===== src/rtl/mem_ctrl_sequencer_pkg.sv =====
// Shared definitions for the memory-instruction control sequencer:
// state codes, default opcode encodings and ALU operation codes.
package cpu_ctrl_defs;

  typedef enum logic [3:0] {
    S_IDLE = 4'd0,
    S_T0   = 4'd1,
    S_T1   = 4'd2,
    S_T2   = 4'd3,
    S_T3   = 4'd4,
    S_T4   = 4'd5,
    S_T5   = 4'd6,
    S_T6   = 4'd7,
    S_T7   = 4'd8,
    S_DONE = 4'd9,
    S_ERR  = 4'd10
  } state_t;

  localparam logic [4:0] OPC_LD     = 5'b00000;
  localparam logic [4:0] OPC_LDI    = 5'b00001;
  localparam logic [4:0] OPC_ST     = 5'b00010;
  localparam logic [4:0] ALU_OP_ADD = 5'b00011;

endpackage


===== src/rtl/mem_ctrl_sequencer_mem_wait_timer.sv =====
// Wait-cycle counter for memory handshakes: counts cycles without ready and
// flags a timeout on the TIMEOUT-th consecutive not-ready cycle.
module mem_wait_timer #(
  parameter int TIMEOUT = 15
) (
  input  logic clk,
  input  logic reset,
  input  logic clear,
  input  logic enable,
  input  logic ready,
  output logic first_cycle,
  output logic expired
);

  localparam int CNT_W = $clog2(TIMEOUT + 1);

  logic [CNT_W-1:0] count_reg;

  always_ff @(posedge clk) begin
    if (reset || clear) begin
      count_reg <= '0;
    end else if (enable && !ready) begin
      count_reg <= count_reg + CNT_W'(1);
    end
  end

  // The count only advances on not-ready cycles, so zero means first cycle.
  assign first_cycle = (count_reg == '0);
  assign expired     = enable && !ready && (count_reg == CNT_W'(TIMEOUT - 1));

endmodule


===== src/rtl/mem_ctrl_sequencer.sv =====
// Control sequencer for ld/ldi/st: fetch, decode, effective-address add and
// memory access, with a ready handshake and timeout on every memory wait.
module mem_ctrl_sequencer
  import cpu_ctrl_defs::*;
#(
  parameter int                    OPCODE_W = 5,
  parameter int                    ALU_OP_W = 5,
  parameter logic [OPCODE_W-1:0]   OP_LD    = OPCODE_W'(OPC_LD),
  parameter logic [OPCODE_W-1:0]   OP_LDI   = OPCODE_W'(OPC_LDI),
  parameter logic [OPCODE_W-1:0]   OP_ST    = OPCODE_W'(OPC_ST),
  parameter logic [ALU_OP_W-1:0]   ALU_ADD  = ALU_OP_W'(ALU_OP_ADD),
  parameter int                    TIMEOUT  = 15
) (
  input  logic                clk,
  input  logic                reset,
  input  logic                start,
  input  logic [OPCODE_W-1:0] ir_opcode,
  input  logic                mem_ready,
  output logic                PC_select,
  output logic                Z_LO_select,
  output logic                MDR_select,
  output logic                c_select,
  output logic                PC_enable,
  output logic                PC_increment_enable,
  output logic                IR_enable,
  output logic                Y_enable,
  output logic                Z_enable,
  output logic                MAR_enable,
  output logic                MDR_enable,
  output logic                read,
  output logic                write,
  output logic                Gra,
  output logic                Grb,
  output logic                Rin,
  output logic                Rout,
  output logic                BAout,
  output logic [ALU_OP_W-1:0] alu_instruction,
  output logic                busy,
  output logic                done,
  output logic                mem_error,
  output logic [3:0]          state
);

  state_t              state_reg;
  logic [OPCODE_W-1:0] opcode_reg;
  logic                is_ld, is_ldi, is_st, legal_op;
  logic                wait_state, first_cycle, expired;

  assign is_ld    = (opcode_reg == OP_LD);
  assign is_ldi   = (opcode_reg == OP_LDI);
  assign is_st    = (opcode_reg == OP_ST);
  assign legal_op = (ir_opcode == OP_LD) || (ir_opcode == OP_LDI) || (ir_opcode == OP_ST);

  // Wait states are never back-to-back, so leaving one is enough to clear.
  assign wait_state = (state_reg == S_T1) ||
                      (state_reg == S_T6 && is_ld) ||
                      (state_reg == S_T7 && is_st);

  mem_wait_timer #(.TIMEOUT(TIMEOUT)) u_wait_timer (
    .clk         (clk),
    .reset       (reset),
    .clear       (!wait_state),
    .enable      (wait_state),
    .ready       (mem_ready),
    .first_cycle (first_cycle),
    .expired     (expired)
  );

  always_ff @(posedge clk) begin
    if (reset) begin
      state_reg  <= S_IDLE;
      opcode_reg <= '0;
    end else begin
      case (state_reg)
        S_IDLE: if (start) state_reg <= S_T0;
        S_T0:   state_reg <= S_T1;
        S_T1: begin
          if (mem_ready)    state_reg <= S_T2;
          else if (expired) state_reg <= S_ERR;
        end
        S_T2:   state_reg <= S_T3;
        S_T3: begin
          opcode_reg <= ir_opcode;
          state_reg  <= legal_op ? S_T4 : S_ERR;
        end
        S_T4:   state_reg <= S_T5;
        S_T5:   state_reg <= is_ldi ? S_DONE : S_T6;
        S_T6: begin
          if (!is_ld || mem_ready) state_reg <= S_T7;
          else if (expired)        state_reg <= S_ERR;
        end
        S_T7: begin
          if (!is_st || mem_ready) state_reg <= S_DONE;
          else if (expired)        state_reg <= S_ERR;
        end
        default: state_reg <= S_IDLE;
      endcase
    end
  end

  always_comb begin
    PC_select           = 1'b0;
    Z_LO_select         = 1'b0;
    MDR_select          = 1'b0;
    c_select            = 1'b0;
    PC_enable           = 1'b0;
    PC_increment_enable = 1'b0;
    IR_enable           = 1'b0;
    Y_enable            = 1'b0;
    Z_enable            = 1'b0;
    MAR_enable          = 1'b0;
    MDR_enable          = 1'b0;
    read                = 1'b0;
    write               = 1'b0;
    Gra                 = 1'b0;
    Grb                 = 1'b0;
    Rin                 = 1'b0;
    Rout                = 1'b0;
    BAout               = 1'b0;
    alu_instruction     = '0;
    done                = 1'b0;
    mem_error           = 1'b0;
    case (state_reg)
      S_T0: begin
        PC_select           = 1'b1;
        MAR_enable          = 1'b1;
        PC_increment_enable = 1'b1;
        Z_enable            = 1'b1;
      end
      S_T1: begin
        Z_LO_select = 1'b1;
        PC_enable   = first_cycle;
        read        = 1'b1;
        MDR_enable  = mem_ready;
      end
      S_T2: begin
        MDR_select = 1'b1;
        IR_enable  = 1'b1;
      end
      S_T3: begin
        Grb      = 1'b1;
        BAout    = 1'b1;
        Y_enable = 1'b1;
      end
      S_T4: begin
        c_select        = 1'b1;
        alu_instruction = ALU_ADD;
        Z_enable        = 1'b1;
      end
      S_T5: begin
        Z_LO_select = 1'b1;
        if (is_ldi) begin
          Gra = 1'b1;
          Rin = 1'b1;
        end else begin
          MAR_enable = 1'b1;
        end
      end
      S_T6: begin
        if (is_ld) begin
          read       = 1'b1;
          MDR_enable = mem_ready;
        end else begin
          Gra        = 1'b1;
          Rout       = 1'b1;
          MDR_enable = 1'b1;
        end
      end
      S_T7: begin
        if (is_ld) begin
          MDR_select = 1'b1;
          Gra        = 1'b1;
          Rin        = 1'b1;
        end else begin
          write = 1'b1;
        end
      end
      S_DONE: done      = 1'b1;
      S_ERR:  mem_error = 1'b1;
      default: ;
    endcase
  end

  assign busy  = (state_reg != S_IDLE);
  assign state = state_reg;

endmodule


===== config.mk =====
export PLATFORM = sky130hd
export DESIGN_NAME = mem_ctrl_sequencer
export DESIGN_NICKNAME = d
export VERILOG_FILES = /design/src/rtl/mem_ctrl_sequencer_pkg.sv /design/src/rtl/mem_ctrl_sequencer_mem_wait_timer.sv /design/src/rtl/mem_ctrl_sequencer.sv
export SDC_FILE = /design/constraint.sdc
export NUM_CORES = 1
export LEC_CHECK = 0
export CORE_UTILIZATION = 44
export DETAILED_ROUTE_END_ITERATION = 6
export HOLD_SLACK_MARGIN = 0.08
export PLACE_DENSITY = 0.91
export SYNTH_ARGS = -nofsm -noshare
export SYNTH_HDL_FRONTEND = slang
export SYNTH_SLANG_ARGS = --single-unit

===== constraint.sdc =====
create_clock -name clk -period 2 [get_ports clk]
set_input_delay 0.4 -clock clk [delete_from_list [all_inputs] [get_ports clk]]
set_output_delay 0.4 -clock clk [all_outputs]
set_load 0.01 [all_outputs]

======== After elaboration in Yosys (flattened, before gate mapping) ========
Cells that the tools add are included.
cells by class
  eq/ne operators ......................... 16
  add/subtract/negate cells ............... 1
  reduce and logical (&&, ||, !) cells .... 22
  multiplexer cells ....................... 31
operators by type and width
  operator                                             count
  case mux 4 bit (9 select lines)                      1
  two-way mux 4 bit                                    7
  equality test 4 x 3 -> 1 bit, second input constant  4
  equality test 4 bit, second input constant           4
  two-way mux 1 bit                                    16
  equality test 5 x 1 -> 1 bit, second input constant  2
  equality test 5 x 2 -> 1 bit, second input constant  2
  logical NOT 5 bit                                    2
  case mux 1 bit (2 select lines)                      5
  equality test 4 x 2 -> 1 bit, second input constant  2
  logical NOT 4 bit                                    2
  logical OR 1 bit                                     7
  adder 4 x 1 -> 4 bit, second input constant          1
  equality test 4 x 1 -> 1 bit, second input constant  1
  logical AND 1 bit                                    4
  logical NOT 1 bit                                    4
  nonzero test 4 bit                                   1
  OR reduction 2 bit                                   2
  case mux 1 bit (3 select lines)                      1
  two-way mux 2 bit                                    1
  != test 2 bit, second input constant                 1
storage, ports and cells
  register bits ........................... 13
  output and inout port bits .............. 30
  logic and storage cells ................. 73

======== Logic depth before layout (Yosys ltp) ========
Gate-level depths: netlist of run 1.
  word-level depth ........................ 9
  mapped depth ............................ 6

======== Cells and area by module ========
A second synthesis of run 1 with hierarchy kept.
second synthesis, totals
  cell total of the unflattened synthesis .. 143
  area total of the unflattened synthesis .. 1,077.3 sq um
modules (own cells, without submodules)
  module              cells each  sequential area each (sq um)  area an instance (sq um)  times used
  mem_ctrl_sequencer  119         180.2                         840.8                     1
  mem_wait_timer      24          80.1                          236.5                     1

======== Least setup slack after synthesis of run 1 ========
Ideal clock, no wire load.
  path type ............................... reg-to-output
  start point ............................. register state_reg[0] (netlist: state[0])
  end point ............................... output PC_enable
  cell stages (with the launch flop) ...... 3
  arrival time ............................ 1.448 ns
  data required time ...................... 1.600 ns
  buffers on the path ..................... 0
  path slack .............................. 0.152 ns
  cells stage by stage .................... dfxtp_1 or4b_1 nor4b_1
on the way
  cells in the longest elaborated chain, start to end .. 2
RTL lines
  what                          RTL line                   source
  start, declared               mem_ctrl_sequencer.sv:44   state_t state_reg;
  start signal, assigned        mem_ctrl_sequencer.sv:84   state_reg <= legal_op ? S_T4 : S_ERR;
  start signal, assigned        mem_ctrl_sequencer.sv:87   S_T5: state_reg <= is_ldi ? S_DONE : S_T6;
  equality test 4 x 2 -> 1 bit  mem_ctrl_sequencer.sv:123  case (state_reg)
  two-way mux 1 bit             mem_ctrl_sequencer.sv:123
  end, declared                 mem_ctrl_sequencer.sv:23   output logic PC_enable,
Every way passes these cells.

======== Worst setup path after layout of run 1 ========
  start point ............................. register opcode_reg[2]
  end point ............................... output MDR_select
on the way
  cells in the longest elaborated chain, start to end .. 3
RTL lines
  what                             RTL line                   source
  start, declared                  mem_ctrl_sequencer.sv:45   logic [OPCODE_W-1:0] opcode_reg;
  start signal, assigned           mem_ctrl_sequencer.sv:83   opcode_reg <= ir_opcode;
  logical NOT 5 bit                mem_ctrl_sequencer.sv:49   assign is_ld = (opcode_reg == OP_LD);
  two-way mux 1 bit                mem_ctrl_sequencer.sv:170  if (is_ld) begin
  case mux 1 bit (2 select lines)  mem_ctrl_sequencer.sv:123
  end, declared                    mem_ctrl_sequencer.sv:21   output logic MDR_select,
Every way passes these cells.

==> flow_summary_export.csv, run 1 <==
group,metric,value,unit
cells_and_area,final_area,1680,um^2
sta,maxSlewViolCount,0,
clocking,cts_max_level,1,
sta,period_minus_slack,2.11,ns
drt,routed_wl,3820,um
clocking,clock_path_buffers,2,
power_and_ir_drop,swShare,0.330,
synth,dominantRegCellSynth,"dfxtp_1",
synth,yosysTopAreaCell,"dfxtp_1",
status,violations,"negative setup slack",
synth,synthArstFlopShare,0,
setup_path,path_cells,"nor4_4, nand2b_1, or3_1, a21oi_1, buf_2",
setup_path,path_class,"flop to primary output",
setup_path,worstPathArrival,1.71,ns
drt,first_iter_violations,32,
synth,synthCells,142,
power_and_ir_drop,power_frac_comb,0.398,
sta,post-route-period-util,1.05,
power_and_ir_drop,p_clk_frac,0.224,
hold_path,hp-start,"opcode_reg[2]",
power_and_ir_drop,ir_drop,0.000445,V
global_route,grt_max_degree,14,
power_and_ir_drop,power,719,uW
setup_path,cp_slowest_cell,"or3_1",
hold_path,hold_path.class,"flop to flop",
cells_and_area,fin_nets,219,
sta,worst_slack,-0.110,ns
power_and_ir_drop,power.switching,237,uW
clocking,clock-sinks,13,
synth,ys_warn_count,0,
power_and_ir_drop,pwr_density_cell,427,nW/um^2
placement,io_buffers,35,
setup_path,worstPathMaxFanout,3,
power_and_ir_drop,seqPwrFrac,0.378,
global_route,antenna_found_initial,0,
drt,post_drt_via_cell_ratio,5.65,
status,status,"finished, violations left",
floorplanning,die_w,50.6,um
sta,setup_viol,4,
cells_and_area,area_delta_synth_final,62.2,%
setup_path,slowest_delay,0.37,ns
floorplanning,core-area,2210,um^2
floorplanning,start_util,0.469,
drt,wl_per_cell,16.3,um
floorplanning,fp-row-count,17,
setup_path,crit_path_start_kind,"flop",
floorplanning,die-area,2560,um^2
sta,whs,0.508,ns
placement,dp.final_hpwl,2840,um
synth,syn_area,1040,um^2
sta,fin_skew,0.0178,ns
placement,place.gp.congestion,0.929,
global_route,grt_first_pass_wirelength,5990,um
setup_path,cp-startpoint,"opcode_reg[2]",
cells_and_area,largest_reg_flops,5,
setup_path,required,1.60,ns
clocking,ctsHoldBuffers,0,
setup_path,r2r_start,"state[2]",
clocking,insertion_delay,0.27,ns
drt,vias,1321,
sta,fmax,0.474,GHz
clocking,cts_tree,"built",
cells_and_area,drive_above_1_share,0.403,
synth,synth-seq-cells,13,
global_route,track_usage,0.308,
floorplanning,fp.dieH,50.6,um
drt,drc_errors,0,
synth,avgSynthCellArea,7.30,um^2
global_route,overflow,0,
drt,dr.pass1.iters,4,
drt,met2_length,2070,um
placement,place_area,1610,um^2
clocking,numCtsBuffers,3,
drt,ant_nets,0,
synth,seq_area_frac_synth,0.251,
drt,wl_met3,172,um
synth,synth_top_area_share,0.251,
drt,wl_met1,1500,um
power_and_ir_drop,p_leak,0.000737,uW
floorplanning,io_pins,39,
drt,top_layer,"met4",
setup_path,crit_path_end_kind,"primary output",
cells_and_area,diodes,0,
power_and_ir_drop,p_int,482,uW
global_route,grt_pass1_vias,1377,
clocking,clockRootBuffer,"clkbuf_4",
sta,rsz0062_at_grt,"yes",
clocking,clk_pin_slew_worst_paths,0.09,ns
synth,ys_types,45,
synth,synth_edf_count,0,
sta,hold_viol,0,
job,cap_viol_max_count,0,
synth,netlist_top_cells_area,"dfxtp_1 25%, a21oi_1 6.3%, buf_4 5.8%",
worst max-delay path, delay by kind of cell (launching register included):
family | cells | cell delay, ns
DFF | 1 | 0.35
buffers and inverters | 1 | 0.15
and+or+nand+nor | 3 | 0.79
AOI/OAI and AO/OA | 1 | 0.14
per-stage QoR:
| stage | util | setup TNS [ns] | cells | worst slack (ns) |
|---|---|---|---|---|
| floorplan | - | 0 | 144 | 0.152 |
| global placement | 0.729 | -1.01 | 228 | -0.170 |
| detailed placement | 0.729 | -1.43 | 228 | -0.217 |
| CTS | 0.762 | -0.131 | 233 | -0.0735 |
| global route | 0.761 | -0.630 | 234 | -0.177 |
| finish | 0.761 | -0.220 | 234 | -0.110 |
per-layer routing:
| metal | track usage | vias up |
|---|---|---|
| met4 | 0.157 | 0 |
| met1 | 0.323 | 631 |
| met3 | 0.0242 | 12 |
| met2 | 0.598 | 54 |
| li1 | - | 624 |
| met5 | 0 | - |
synth_stat cells, types with 2 or more instances:
cell type  count
nand4b_1       2
or3_1          3
ha_1           3
a31oi_1        3
or4b_1         4
dfxtp_1       13
clkbuf_1       5
nor3_1         8
buf_4          8
nand2b_1       5
nor2_1        14
o21ai_0        4
inv_1          5
a21oi_1       13
buf_2          2
xor2_1         2
nand2_1       16
nor2b_1        2
nand3_1        4
area by class of cell:
class / instances / area (um^2)
inverters: 5 / 21.3
repair buffers: 75 / 576
multi-input cells: 109 / 762
flip-flops and latches: 13 / 263
clock buffers: 4 / 26.3
fillers: 165 / 529
well taps: 28 / 35.0
power groups by stage:
| stage | combinational, uW | clock, uW | sequential, uW |
|---|---|---|---|
| after floorplan | 123 | 0 | 283 |
| after global placement | 270 | 0 | 275 |
| after detailed placement | 281 | 0 | 276 |
| after CTS | 276 | 162 | 270 |
| after global routing | 303 | 172 | 272 |
| final | 286 | 161 | 272 |
cells in the final DEF (no fill, tap or decap), types with 2 or more instances in the layout:
cell type	instances
dlygate4sd2_1	8
a21oi_2	4
a21oi_1	9
or3_1	2
xor2_1	2
ha_1	3
clkbuf_2	4
nand3_1	3
a31oi_1	3
clkdlybuf4s50_1	12
nor2_1	11
dfxtp_1	11
buf_4	39
o21ai_0	3
nand4b_1	2
nand2b_1	4
nor3_1	5
inv_1	4
dfxtp_2	2
nor3_2	3
buf_2	10
nand2_1	16
nor2b_1	2
nor2_2	3
conb_1	3
clkbuf_4	3
or4b_4	3
cell families (layout without fill, tap and decap cells):
kind of cell / Yosys count / count (layout) / share of synthesized area
and+or+nand+nor: 66 / 66 / 0.346
AOI/OAI and AO/OA: 33 / 33 / 0.210
buffers and inverters: 22 / 84 / 0.118
DFF: 13 / 13 / 0.251
adders and majority gates: 3 / 3 / 0.0362
xor gates and xnor gates: 3 / 3 / 0.0253
other: 1 / 3 / 0.00362
muxes: 1 / 1 / 0.00965
final timing paths:
check / slack (ns) / to / cells past startpoint
worst max-delay path: -0.11 / MDR_select / 5
worst min-delay path: 0.51 / opcode_reg[2] / 2
worst max register to register: 0.18 / u_wait_timer.count_reg[1] / 7
worst min register to register: 0.51 / opcode_reg[2] / 2
repair_timing:
action / in CTS / in global routing
pin swaps: 5 / 3
endpoints found under the setup margin: 23 / 18
hold endpoints to repair: 0 / 0
setup buffers: 1 / 1
resized for setup: 74 / 16
No activity file was read; power rests on OpenSTA's default activity.
==> run 2: changes to the inputs <==
- CELL_PAD_IN_SITES_DETAIL_PLACEMENT: unset -> 1
- CELL_PAD_IN_SITES_GLOBAL_PLACEMENT: unset -> 1
- CORE_UTILIZATION: 44 -> 30
- GPL_TIMING_DRIVEN: unset -> 0
- PLACE_DENSITY: 0.91 -> 0.89
==> run 2 against run 1 <==
Compared with the run above: the flow still finishes with violations (negative setup slack); flip-flop and latch count unchanged; sequential power up 1%; core utilization down 16 points; fmax decreased by 5.8%; clock power is 5% higher; clock skew is 0.013 ns lower; largest power group unchanged; first-iteration DRC count grew 72%.
==> flow_summary_export.csv, run 2 (synthesized netlist as in run 1, its figures left out) <==
group,metric,value,unit
status,status,"finished, violations left",
status,violations,"negative setup slack",
clocking,clockRootBuffer,"clkbuf_4",
hold_path,whs_path_depth,2,
setup_path,crit_path_start_kind,"flop",
global_route,antenna_found_initial,0,
setup_path,r2r_cells,6,
floorplanning,io_pins,39,
placement,place.gp.congestion,0.843,
setup_path,slowest_delay,0.36,ns
cells_and_area,area_delta_synth_final,83.4,%
setup_path,worstPathArrival,1.84,ns
setup_path,cp_slowest_cell,"dfxtp_4",
drt,vias,1402,
setup_path,cp-startpoint,"opcode_reg[3]",
cells_and_area,final_common_cell,"buf_4",
cells_and_area,diodes,0,
drt,drc_errors,0,
setup_path,crit_path_end_kind,"primary output",
placement,dp.final_hpwl,2660,um
drt,routed_wl,4970,um
setup_path,r2r_slack,0.09,ns
cells_and_area,largest_reg_flops,5,
sta,rsz0062_at_grt,"yes",
drt,dr.pass1.iters,4,
cells_and_area,final_area,1900,um^2
global_route,overflow,0,
placement,dp_slack,-0.494,ns
sta,fmax,0.447,GHz
cells_and_area,n_fill_cell,389,
global_route,grt_max_degree,11,
clocking,numCtsBuffers,3,
floorplanning,die_w,60.8,um
setup_path,path_class,"flop to primary output",
clocking,clk_pin_slew_worst_paths,0.07,ns
sta,worst_slack,-0.239,ns
sta,worst_slew_margin_rel,0.465,
clocking,clock_path_buffers,2,
sta,maxSlewViolCount,0,
global_route,grt_first_pass_wirelength,6780,um
drt,post_drt_via_cell_ratio,5.61,
setup_path,rr_endpoint,"state[3]",
sta,period_minus_slack,2.24,ns
cells_and_area,fin_nets,219,
clocking,insertion_delay,0.29,ns
setup_path,worstPathMaxFanout,3,
placement,place_area,1430,um^2
hold_path,hold_end,"opcode_reg[4]",
setup_path,path_cells,"buf_6, nor4_4, nand2b_1, or3_4, a21oi_2, buf_2",
power_and_ir_drop,p_leak,0.000793,uW
floorplanning,die-area,3700,um^2
cells_and_area,final-seq-area,280,um^2
job,cap_viol_max_count,0,
global_route,track_usage,0.259,
sta,post-route-period-util,1.12,
sta,setup_viol,11,
hold_path,hp-start,"opcode_reg[4]",
sta,fin_skew,0.00458,ns
setup_path,required,1.60,ns
floorplanning,start_util,0.326,
hold_path,hold_path.class,"flop to flop",
drt,first_iter_violations,55,
floorplanning,fp-row-count,20,
sta,hold_viol,0,
floorplanning,fp.dieH,60.8,um
cells_and_area,layout_common_cells,"25 x buf_4, 16 x nand2_1, 15 x buf_6, 11 x clkdlybuf4s50_1, 9 x buf_2",
setup_path,r2r_start,"opcode_reg[3]",
power_and_ir_drop,ir_drop,0.000211,V
drt,wl_per_cell,19.9,um
clocking,clock-sinks,13,
sta,worst_pin_slew,0.801,ns
floorplanning,core-area,3180,um^2
cells_and_area,drive_above_1_share,0.485,
placement,io_buffers,33,
clocking,cts_max_level,1,
global_route,grt_pass1_vias,1351,
drt,ant_nets,0,
clocking,cts_tree,"built",
clocking,ctsHoldBuffers,0,
power_and_ir_drop,pwr_density_cell,411,nW/um^2
cells_and_area,multi_input_area,860,um^2
==> run 2: cell count changes in the layout (fill, tap and decap cells not counted), moves of 3 or more <==
| cell | before | now |
|---|---|---|
| buf_4 | 39 | 25 |
| buf_6 | 1 | 15 |
| dfxtp_1 | 11 | 5 |
| dfxtp_4 | 0 | 4 |
| clkbuf_2 | 4 | 1 |
| nor2_1 | 11 | 8 |
| nor3_4 | 1 | 4 |
==> run 2: how the worst max path moves through the flow <==
stage | depth (start not counted) | slack, ns | endpoint
detailed placement | 6 | -0.49 | Gra
finish | 6 | -0.24 | MDR_select
global placement | 6 | -0.40 | Gra
CTS | 6 | -0.16 | MDR_select
global route | 6 | -0.28 | MDR_select
floorplan | 2 | 0.15 | PC_enable
==> run 2: critical path: cells and delay by family, from the launching register on <==
kind | cells | cell delay [ns]
DFF | 1 | 0.36
buffers and inverters | 2 | 0.26
and+or+nand+nor | 3 | 0.80
AOI/OAI and AO/OA | 1 | 0.14
==> run 2: report_power, final <==
group | internal [uW] | total (uW) | switching, uW
logic | 164 | 337 | 173
registers | 264 | 276 | 12.2
clock network | 77.7 | 169 | 91.5
==> run 2: routing by layer <==
metal | up-vias | share of wire | global-route usage
met5 | - | 0 | 0
met4 | 0 | 0.036 | 0.0974
met3 | 19 | 0.060 | 0.0533
met2 | 69 | 0.54 | 0.488
met1 | 686 | 0.36 | 0.281
li1 | 628 | - | -
==> run 2: cell type report <==
type	instances	share of cell area
buffer	15	0.0743
multi-input combinational	109	0.452
timing repair buffer	60	0.269
clock buffer	4	0.0138
tap	44	0.0289
sequential	13	0.147
inverter	5	0.0145
==> run 2: what timing repair did <==
item | CTS | global route
buffers inserted | 21 | 8
resized for setup | 119 | 31
pin swaps | 14 | 13
endpoints found under the setup margin | 23 | 20
==> run 2: stage by stage <==
stage / util / hold WS [ns] / cells / TNS [ns] / total power, uW
after floorplan: - / 0.454 / 144 / 0 / 407
after global placement: 0.450 / 0.469 / 221 / -4.56 / 505
after detailed placement: 0.450 / 0.480 / 221 / -5.73 / 513
after CTS: 0.547 / 0.480 / 243 / -0.461 / 724
after global routing: 0.598 / 0.507 / 250 / -1.68 / 809
final: 0.598 / 0.485 / 250 / -1.22 / 782
==> run 3: changes to the inputs <==
- CORE_MARGIN: unset -> 1
- HOLD_SLACK_MARGIN: 0.08 -> 0.1
==> results of run 3 <==
The final DEF is identical to that of run 2; final timing and power are the same.
